File: src/rtl/shared_vc_bank_allocator_pkg.sv
// Shared constants and helpers for the shared VC bank allocator slice.
package shared_vc_bank_allocator_pkg;

  typedef enum logic [1:0] {
    ST_OPEN   = 2'b01,
    ST_DRAIN  = 2'b10,
    ST_SWITCH = 2'b11
  } fsm_state_t;

  function automatic int clog2_min1(input int n);
    return (n > 1) ? $clog2(n) : 1;
  endfunction

  function automatic int slot_idx_width_f(input int slots);
    return clog2_min1(slots);
  endfunction

  function automatic int ivc_idx_width_f(input int ports, input int vcs);
    return clog2_min1(ports * vcs);
  endfunction

endpackage

File: src/rtl/shared_vc_rr_arbiter.sv
// Round-robin arbiter: one-hot grant searched from an internal pointer that
// moves to winner+1 whenever an update is taken with a live request.
module shared_vc_rr_arbiter #(
  parameter int num_vcs = 4
) (
  input  logic               clk,
  input  logic               reset,
  input  logic [num_vcs-1:0] req,
  input  logic               update,
  output logic [num_vcs-1:0] gnt
);
  import shared_vc_bank_allocator_pkg::*;

  localparam int ptr_w = clog2_min1(num_vcs);

  logic [ptr_w-1:0] ptr;
  logic [ptr_w-1:0] winner;
  logic             found;

  always_comb begin
    gnt    = '0;
    winner = '0;
    found  = 1'b0;
    for (int i = 0; i < num_vcs; i++) begin
      if (!found && req[(int'(ptr) + i) % num_vcs]) begin
        found = 1'b1;
        gnt[(int'(ptr) + i) % num_vcs] = 1'b1;
        winner = ptr_w'((int'(ptr) + i) % num_vcs);
      end
    end
  end

  always_ff @(posedge clk) begin
    if (reset) begin
      ptr <= '0;
    end else if (update && found) begin
      ptr <= ptr_w'((int'(winner) + 1) % num_vcs);
    end
  end

endmodule

File: src/rtl/shared_vc_bank_allocator.sv
// Hands the bank's shared VC slots to VCs of the owning port and drains the bank
// on ownership change. Optional drain watchdog: SHARED_VC_DRAIN_WATCHDOG_EN.
module shared_vc_bank_allocator
  import shared_vc_bank_allocator_pkg::*;
#(
  parameter int num_ports        = 5,
  parameter int num_vcs          = 4,
  parameter int num_vcs_per_bank = 2,
  parameter int slot_idx_width   = 1,
  parameter int bank_id          = 0,
  parameter int drain_timeout    = 64
) (
  input  logic                           clk,
  input  logic                           reset,
  input  logic [num_ports-1:0]           bank_grant_in,
  input  logic                           alloc_enable,
  input  logic [num_ports*num_vcs-1:0]   req_ivc,
  input  logic [num_ports*num_vcs-1:0]   release_ivc,
  output logic [num_ports*num_vcs-1:0]   gnt_ivc,
  output logic [slot_idx_width-1:0]      gnt_slot,
  output logic [num_ports*num_vcs-1:0]   shared_ivc_busy,
  output logic                           bank_busy,
  output logic                           drain_timeout_err
);

  localparam int num_ivcs = num_ports * num_vcs;
  localparam int ivc_w    = ivc_idx_width_f(num_ports, num_vcs);
  localparam int vc_w     = clog2_min1(num_vcs);
  // Ports are numbered from the MSB of the one-hot vector: port p is bit num_ports-1-p.
  localparam logic [num_ports-1:0] reset_owner =
    {{(num_ports-1){1'b0}}, 1'b1} << (num_ports - 1 - bank_id);

  fsm_state_t state, state_next;

  logic [num_ports-1:0]        owner_port;
  logic [num_vcs_per_bank-1:0] slot_valid;
  logic [ivc_w-1:0]            slot_owner [num_vcs_per_bank];

  logic [num_ivcs-1:0]         busy_vec;
  logic [num_ivcs-1:0]         grant_vec;
  logic [num_vcs-1:0]          port_req;
  logic [num_vcs-1:0]          port_busy;
  logic [num_vcs-1:0]          eligible;
  logic [num_vcs-1:0]          win_onehot;
  logic [vc_w-1:0]             win_idx;
  logic [slot_idx_width-1:0]   free_idx;
  logic                        have_free;
  logic                        grant_en;
  logic                        grant_onehot;
  logic                        change_req;
  int                          port_base;

  always_comb begin
    port_base = 0;
    for (int b = 0; b < num_ports; b++) begin
      if (owner_port[b]) port_base = (num_ports - 1 - b) * num_vcs;
    end
  end

  always_comb begin
    busy_vec = '0;
    for (int s = 0; s < num_vcs_per_bank; s++) begin
      if (slot_valid[s]) busy_vec[slot_owner[s]] = 1'b1;
    end
  end

  // Lowest-index free slot, from pre-release state so a freed slot waits a cycle.
  always_comb begin
    free_idx  = '0;
    have_free = 1'b0;
    for (int s = num_vcs_per_bank - 1; s >= 0; s--) begin
      if (!slot_valid[s]) begin
        free_idx  = slot_idx_width'(s);
        have_free = 1'b1;
      end
    end
  end

  always_comb begin
    port_req  = req_ivc[port_base +: num_vcs];
    port_busy = busy_vec[port_base +: num_vcs];
    eligible  = port_req & ~port_busy;
    grant_en  = (state == ST_OPEN) && alloc_enable && have_free && (|eligible);
  end

  shared_vc_rr_arbiter #(
    .num_vcs (num_vcs)
  ) u_rr_arbiter (
    .clk    (clk),
    .reset  (reset),
    .req    (eligible),
    .update (grant_en),
    .gnt    (win_onehot)
  );

  always_comb begin
    win_idx   = '0;
    grant_vec = '0;
    for (int v = 0; v < num_vcs; v++) begin
      if (win_onehot[v]) win_idx = vc_w'(v);
    end
    if (grant_en) grant_vec[port_base + int'(win_idx)] = 1'b1;
  end

  always_comb begin
    grant_onehot = (bank_grant_in != '0) &&
                   ((bank_grant_in & (bank_grant_in - 1'b1)) == '0);
    change_req   = grant_onehot && (bank_grant_in != owner_port);
  end

  always_comb begin
    state_next = state;
    case (state)
      ST_OPEN:   if (change_req) state_next = bank_busy ? ST_DRAIN : ST_SWITCH;
      ST_DRAIN:  if (!bank_busy) state_next = ST_SWITCH;
      ST_SWITCH: state_next = ST_OPEN;
      default:   state_next = ST_OPEN;
    endcase
  end

  always_ff @(posedge clk) begin
    if (reset) state <= ST_OPEN;
    else       state <= state_next;
  end

  // A released slot and the granted slot never coincide: grants take only free slots.
  always_ff @(posedge clk) begin
    if (reset) begin
      slot_valid <= '0;
      for (int s = 0; s < num_vcs_per_bank; s++) slot_owner[s] <= '0;
      gnt_ivc    <= '0;
      gnt_slot   <= '0;
      owner_port <= reset_owner;
    end else begin
      for (int s = 0; s < num_vcs_per_bank; s++) begin
        if (slot_valid[s] && release_ivc[slot_owner[s]]) slot_valid[s] <= 1'b0;
      end
      gnt_ivc  <= grant_vec;
      gnt_slot <= grant_en ? free_idx : '0;
      if (grant_en) begin
        slot_valid[free_idx] <= 1'b1;
        slot_owner[free_idx] <= ivc_w'(port_base + int'(win_idx));
      end
      if (state == ST_SWITCH && grant_onehot) owner_port <= bank_grant_in;
    end
  end

  assign shared_ivc_busy = busy_vec;
  assign bank_busy       = |slot_valid;

`ifdef SHARED_VC_DRAIN_WATCHDOG_EN
  localparam int wd_w = clog2_min1(drain_timeout + 1);

  logic [wd_w-1:0] wd_count;
  logic            wd_err;

  always_ff @(posedge clk) begin
    if (reset) begin
      wd_count <= '0;
      wd_err   <= 1'b0;
    end else if (state == ST_DRAIN) begin
      if (wd_count != wd_w'(drain_timeout)) wd_count <= wd_count + 1'b1;
      if (wd_count == wd_w'(drain_timeout - 1)) wd_err <= 1'b1;
    end else begin
      wd_count <= '0;
    end
  end

  assign drain_timeout_err = wd_err;
`else
  logic unused_drain_cfg;
  assign unused_drain_cfg  = (drain_timeout != 0);
  assign drain_timeout_err = 1'b0;
`endif

endmodule
File: config.mk
export PLATFORM = sky130hd
export DESIGN_NAME = shared_vc_bank_allocator
export DESIGN_NICKNAME = d
export VERILOG_FILES = /design/src/rtl/shared_vc_bank_allocator_pkg.sv /design/src/rtl/shared_vc_rr_arbiter.sv /design/src/rtl/shared_vc_bank_allocator.sv
export SDC_FILE = /design/constraint.sdc
export NUM_CORES = 1
export LEC_CHECK = 0
export CORE_AREA = 2 2 90 92
export CTS_BUF_LIST = sky130_fd_sc_hd__clkbuf_16
export CTS_CLUSTER_DIAMETER = 100
export DETAILED_ROUTE_END_ITERATION = 10
export DIE_AREA = 0 0 92 94
export PLACE_DENSITY = 0.8
export SLEW_MARGIN = 40
export SYNTH_ARGS = -nofsm -noshare
export SYNTH_HDL_FRONTEND = slang
export SYNTH_SLANG_ARGS = --single-unit
File: constraint.sdc
create_clock -name clk -period 2.8 [get_ports clk]
set_input_delay 0.42 -clock clk [delete_from_list [all_inputs] [get_ports clk]]
set_output_delay 0.42 -clock clk [all_outputs]
set_load 0.02 [all_outputs]
[After elaboration in Yosys (flattened, before gate mapping)]
Memory sizes are Yosys's and may differ from the RTL's.
Index checks and enable logic that the tools add are counted.
Cells by class
  $add $sub $neg: 6
  magnitude comparators: 16
  equality and inequality tests: 6
  shift operators: 2
  mux-type cells: 73
  bitwise logic cells: 12
  reductions and logical operators: 33
Operator list (number)
  $mux 32: 4
  $shiftx 20x32->4: 2
  $mux 20: 2
  $mux 1: 37
  $add 32x3->32: 1
  $ge 32x1->1 const B: 1
  $lt 32x7->1 const B: 1
  $logic_and 1x1->1: 20
  $or 20x20->20: 1
  $mux 2: 9
  $mux 4: 4
  $demux 1 s5: 3
  $lt 3x4->1 const B: 3
  $lt 5x6->1 const B: 2
  $or 4x4->4: 3
  $bmux 1 s5: 2
  $ge 5x1->1 const B: 2
  $mux 5: 2
  $reduce_or 2->1: 5
  $ge 3x1->1 const B: 3
  $bmux 1 s2: 4
  $demux 1 s2: 4
  $and 5x5->5: 1
  $logic_not 5->1: 1
  23 further kinds: 31
Word-level totals
  register bits after elaboration: 32
  memory bits (writable): 10
  input bits: 48
  output and inout port bits: 43
  memories kept: 1
Memory list
  slot_owner: depth 2, width 5, rd ports 2, clocked after memory_dff 0, wr ports 2, RTL line shared_vc_bank_allocator.sv:37  | logic [ivc_w-1:0] slot_owner [num_vcs_per_bank];

[Depth between registers and ports, before layout]
Gate-level depths: netlist of the first run.
An unclocked memory read counts as a cell.
  depth in word-level cells: 31
  gate-level depth with buffers: 13
  gate-level depth less buffers: 10

[Cells and area by module]
A second synthesis of the first run with hierarchy kept.
Second synthesis, totals
  cell total of the unflattened synthesis: 345
  area total of the unflattened synthesis: 3319.4 µm²
By module, submodules not included
  shared_vc_bank_allocator: instances 1, cells each 277, area each 2746.4 µm², seq. area each 900.9 µm²
  shared_vc_rr_arbiter: instances 1, cells each 68, area each 573.0 µm², seq. area each 40.0 µm²

[Worst setup path after synthesis of the first run]
Ideal clock, no wire load.
  path kind: reg2reg
  start point: mem slot_owner[0][3] (netlist name)
  end point: mem slot_owner[1][1] (netlist name), data pin
  library setup time: 0.260 ns
  arrival time: 2.975 ns
  setup slack: -0.435 ns
  cell stages (with the launch flop): 12
  path buffers: 2
  clock period less this slack: 3.235 ns
  cell sequence: edfxtp_1 -> clkbuf_1 -> or4b_4 -> o22ai_1 -> a22oi_1 -> nand3_1 -> o211ai_1 -> and2_1 -> a221o_1 -> a21oi_2 -> buf_4 -> a21oi_1
RTL lines (RTL line)
  start, declared: shared_vc_bank_allocator.sv:37

==> results of run 1 <==
[cell type report]
type / count / area [um2]
tap: 102 / 128
fill: 518 / 2000
inverter: 12 / 45.0
multi-input combinational: 291 / 2500
sequential: 42 / 947
clock buffer: 5 / 125
clock inverter: 3 / 13.8
timing repair buffer: 211 / 1840
[worst min-delay path: cells and delay by family (launching register included)]
| family | cells | cell delay (ps) |
|---|---|---|
| compound gates | 1 | 60 |
| flops | 1 | 340 |
| simple gates | 1 | 70 |
[flip-flops by register name, summed over array words and instances, names as in the netlist]
register / cells
u_rr_arbiter.ptr: 2
slot_owner: 10
state: 2
gnt_ivc: 20
slot_valid: 2
owner_port: 5
gnt_slot: 1
[metrics by stage]
stage / std cells / util, % / instance area [um2]
2_1_floorplan: 372 / - / 3440
3_3_place_gp: 644 / 67.5 / 5130
3_5_place_dp: 644 / 67.5 / 5130
4_1_cts: 663 / 72.2 / 5490
5_1_grt: 666 / 73.7 / 5600
6_report: 666 / 73.7 / 5600
[logic make-up after synthesis]
| logic type | share of synthesized area [%] |
|---|---|
| muxes | 8.67 |
| AOI/OAI and AO/OA | 23.4 |
| buffers and inverters | 5.82 |
| and+or+nand+nor | 28.0 |
| xor gates and xnor gates | 1.60 |
| DFF | 28.6 |
| adders and majority gates | 3.80 |
| other | 0.114 |
[cells in the final DEF (no fill, tap or decap), types with 10 or more instances in the layout]
cell / count
a21oi_1: 16
buf_4: 115
clkdlybuf4s50_1: 82
dfxtp_1: 29
edfxtp_1: 10
ha_1: 10
inv_1: 12
mux4_2: 10
nand2_1: 20
nand3_1: 12
nand4_1: 12
nor2_1: 22
o21ai_0: 12
o22ai_2: 11
[per-layer routing]
| layer | part of all wire, % | vias up | wire length [um] |
|---|---|---|---|
| li1 | - | 1827 | - |
| met1 | 39 | 1906 | 4960 |
| met2 | 49 | 245 | 6170 |
| met3 | 8.1 | 57 | 1030 |
| met4 | 3.8 | 0 | 476 |
| met5 | 0 | - | 0 |
[power groups by stage]
stage | Sequential (mW) | Combinational [mW] | Clock [mW]
floorplan | 0.775 | 1.17 | 0
global placement | 0.773 | 1.83 | 0
detailed placement | 0.777 | 1.89 | 0
CTS | 0.771 | 2.07 | 0.551
global route | 0.786 | 2.32 | 0.583
finish | 0.780 | 2.19 | 0.554
[worst min-delay path by stage]
stage | end | slack, ps
CTS | state[1] | 510
global route | state[1] | 540
floorplan | state[1] | 470
finish | state[1] | 520
detailed placement | state[1] | 500
global placement | state[1] | 480
[repair_timing]
item | 4_1_cts | 5_1_grt
pin swaps | 9 | 6
buffers inserted | 10 | 2
cloned | 1 | 1
endpoints found under the setup margin | 47 | 48
resized for setup | 41 | 22
==> impl_metrics.toml, run 1 <==
[run_status]
violations = "negative setup slack"
outcome = "finished with violations"

[setup_path]
reg2reg_slack_ps = -260
crit_chain = "or4b_4, buf_6, o22ai_4, a22oi_2, nand3_1, o211ai_1, and2_2, o31a_1, o221ai_2, a21oi_1"
critical_path_arrival_ps = 3090
crit_family = "compound AO/OA/AOI/OAI gates"
critPathCapture = "slot_owner[0][0]"
required_ps = 2820
critPathSlowestCell = "or4b_4"
critical-path-max-stage-delay_ps = 650
reg2reg_from = "slot_owner[1][2]"
critPathLaunchType = "register"
reg2reg_depth = 10
end_kind = "register"
path_class = "reg2reg"
startpoint = "slot_owner[1][2]"
r2r_end = "slot_owner[0][0]"
crit_fanout = 6
cp_num_buf_inv = 1
cp.depth = 10

[grt]
use_met1_pct = 34.7
grt_pass1_wl_mm = 19.9
grtUsageTotal_pct = 28.9
grtUsageMet2_pct = 52.6
grt_max_degree = 24
antenna_found_initial = 0
grt_use_met3_pct = 4.49
busiest_layer = "met2"
grt_pass1_vias = 4108
grt_overflow = 0

[clocking]
cts_hold_buf = 0
clkTransAtPathRegs_ps = 70
numClockSinks = 42
cts_tree = "yes"
htree_levels = 2
cts_inserted_buffers = 5
cts-root-buf = "clkbuf_16"
clockBufferDepth = 2
clk_latency_ps = 290

[sta]
timing.hold.ws_ps = 515
tightest_slew_ps = 592
tns_ps = -4210
period_share_pct = 109
max_freq_mhz = 326
final-setup-viol-count = 43
hold_viol = 0
drv_slew = 0
fin_crit_ps = 3060
slew_headroom_pct = 60.4
setup_ws_ps = -265
fin_skew_ps = 11.9
rsz0062_at_grt = "true"

[synth]
yosysMostFrequentCell = "dfxtp_1"
synth_edf_count = 10
synth_area_um2 = 3290
synthArstFlopShare_pct = 0
ys_ff_latch = 42
synthTopCellsByArea = "dfxtp_1 (19%), edfxtp_1 (9.1%), mux4_2 (6.8%)"
synthTopCellsByCount = "dfxtp_1 (32), nand2_1 (26), nor2_1 (25)"
syn-num-nets = 430
yosys.area.top_type = "dfxtp_1"
yosys_warnings = 0
syn_area_per_cell_um2 = 8.85
netlist_instances = 372
synth.distinct_cells = 71
synth_ff_type = "dfxtp_1"
synth_sequential_area_ratio_pct = 28.6
yosysTopAreaCellShare_pct = 19.5

[routing]
vias_per_cell = 6.06
drt-initial-drc-count = 351
wl_per_cell_um = 19.0
drt-total-wl_mm = 12.6
first_pass_iters = 6
detail-route-antenna-nets = 0
route.detailed.drc = 0
num_vias = 4035

[power_and_ir_drop]
seq_power_share_pct = 22.1
clockPowerShare_pct = 15.7
p_total_mw = 3.53
intPower_mw = 2.08
switching_share_pct = 40.9
power.switching_mw = 1.44
leakage_nw = 2.26
pwr_density_cell_nw_per_um2 = 629
max-vdd-ir-drop_v = 0.000350
pwr-share-comb_pct = 62.2

[cells_and_area]
syn2layout_area_growth_pct = 70.3
fin_nets = 621
drive_gt1_share_pct = 37.2
n_antenna_cell = 0

[floorplanning]
fp-row-count = 32
die_w_um = 92
dieArea_um2 = 8650
start_util_pct = 43.3
ios = 91
core_um2 = 7610
die_h_um = 94

[hold_path]
hold-path-cell-count = 2
hold_start = "state[1]"
hp-class = "reg2reg"

[placement]
dp_hpwl_mm = 9.29
place_congestion = 0.935
port_buffers = 89
pre_cts_ws_ps = -491

[flow_run]
cap_violations = 0
Power figures use the tool's default switching activity.
==> run 2, diff against run 1 <==
Settings changed: RECOVER_POWER from default to 25.
==> impl_metrics.toml, run 2 (same netlist as run 1, synthesis figures left out) <==
[clocking]
clkTransAtPathRegs_ps = 60
cts_inserted_buffers = 5
clockBufferDepth = 2
cts_tree = "yes"
htree_levels = 2
cts_hold_buf = 0
cts-root-buf = "clkbuf_16"
clk_latency_ps = 290
numClockSinks = 42

[floorplanning]
die_w_um = 92
start_util_pct = 43.3
core_um2 = 7610
fp-row-count = 32
ios = 91
dieArea_um2 = 8650
die_h_um = 94

[routing]
first_pass_iters = 6
num_vias = 4032
drt-initial-drc-count = 351
route.detailed.drc = 0
drt-total-wl_mm = 12.6
detail-route-antenna-nets = 0
vias_per_cell = 6.05
wl_per_cell_um = 19.0

[setup_path]
reg2reg_depth = 10
path_class = "reg2reg"
critPathLaunchType = "register"
required_ps = 2820
reg2reg_slack_ps = -260
crit_fanout = 6
r2r_end = "slot_owner[0][0]"
critical_path_arrival_ps = 3080
end_kind = "register"
reg2reg_from = "slot_owner[1][2]"

[cells_and_area]
nFillCells = 518
top_register = "gnt_ivc"
layout_common_cells = "buf_4 (115), clkdlybuf4s50_1 (70), dfxtp_1 (29)"
drive_gt1_share_pct = 37.2
largest_reg_flops = 20
final_common_cell = "buf_4"
n_antenna_cell = 0
layout.cells.non_filler = 666
syn2layout_area_growth_pct = 70.3
fin_nets = 621
reg_top3 = "gnt_ivc (20), slot_owner (10), owner_port (5)"
postLayoutCellArea_um2 = 5600

[placement]
dp_hpwl_mm = 9.29
place_congestion = 0.935
dpl.cell_count = 644
dpl_cell_area_um2 = 5130
port_buffers = 89

[sta]
rsz0062_at_grt = "true"
period_share_pct = 109
fin_crit_ps = 3060
max_freq_mhz = 327
drv_slew = 0
setup_ws_ps = -258
tightest_slew_ps = 592
hold_viol = 0
tns_ps = -4380
slew_headroom_pct = 60.4
fin_skew_ps = 11.2
final-setup-viol-count = 43

[grt]
grtUsageTotal_pct = 28.9
grt_pass1_vias = 4108
antenna_found_initial = 0
grt_max_degree = 24
grt_pass1_wl_mm = 19.9
grt_overflow = 0

[flow_run]
cap_violations = 0

[run_status]
violations = "negative setup slack"
outcome = "finished with violations"

[hold_path]
hold-path-cell-count = 2
hold_end = "state[1]"
hp-class = "reg2reg"
hold_start = "state[1]"

[power_and_ir_drop]
p_total_mw = 3.52
pwr_density_cell_nw_per_um2 = 629
leakage_nw = 2.30
max-vdd-ir-drop_v = 0.000350
## run 2: cell type report
class                      count  area, um2  area share [%]
sequential                    42        947            16.9
clock buffer                   5        125            2.23
timing repair buffer         211       1840            32.9
multi-input combinational    291       2500            44.7
clock inverter                 3       13.8           0.246
tap                          102        128            2.28
inverter                      12       45.0           0.804
## run 2: critical path, cell delays in order (launching register included)
cell and delay (ps):
edfxtp_1 450, or4b_4 650, buf_6 160, o22ai_4 110, a22oi_2 120, nand3_1 170
o211ai_1 130, and2_2 270, o31a_1 400, o221ai_2 230, a21oi_1 110
## run 2: stage by stage
step                      setup WS [ps]  hold WS, ps  utilization [%]
final                              -258          515             73.7
after floorplan                    -161          469                -
after global routing               -303          543             73.7
after CTS                          -158          509             72.2
after detailed placement           -491          500             67.5
after global placement             -419          479             67.5
## run 2: worst max path at each step
stage | from | to | slack, ps
2_1_floorplan | slot_owner[1][2] | slot_owner[1][1] | -160
3_3_place_gp | req_ivc[10] | slot_owner[1][0] | -420
3_5_place_dp | req_ivc[10] | slot_owner[1][1] | -490
4_1_cts | slot_owner[1][2] | slot_owner[1][1] | -160
5_1_grt | slot_owner[1][3] | slot_owner[0][0] | -300
6_report | slot_owner[1][2] | slot_owner[0][0] | -260
## run 2: power by group
group	switching [mW]	leakage, nW	internal, mW
clock	0.229	0.0748	0.324
sequential	0.0762	0.366	0.703
combinational	1.14	1.86	1.06
total	1.44	2.30	2.08
## run 2: what timing repair did
action	CTS	global route
cloned	1	1
setup endpoints to repair	47	48
gates resized for setup	41	22
setup buffers	10	2
pin swaps	9	6
## run 2: metal layers
metal / global-route usage, % / wire length, um / vias up
met5: 0 / 0 / -
met4: 9.58 / 488 / 0
met3: 4.49 / 992 / 55
met2: 52.6 / 6170 / 237
met1: 34.7 / 5000 / 1915
li1: - / - / 1825
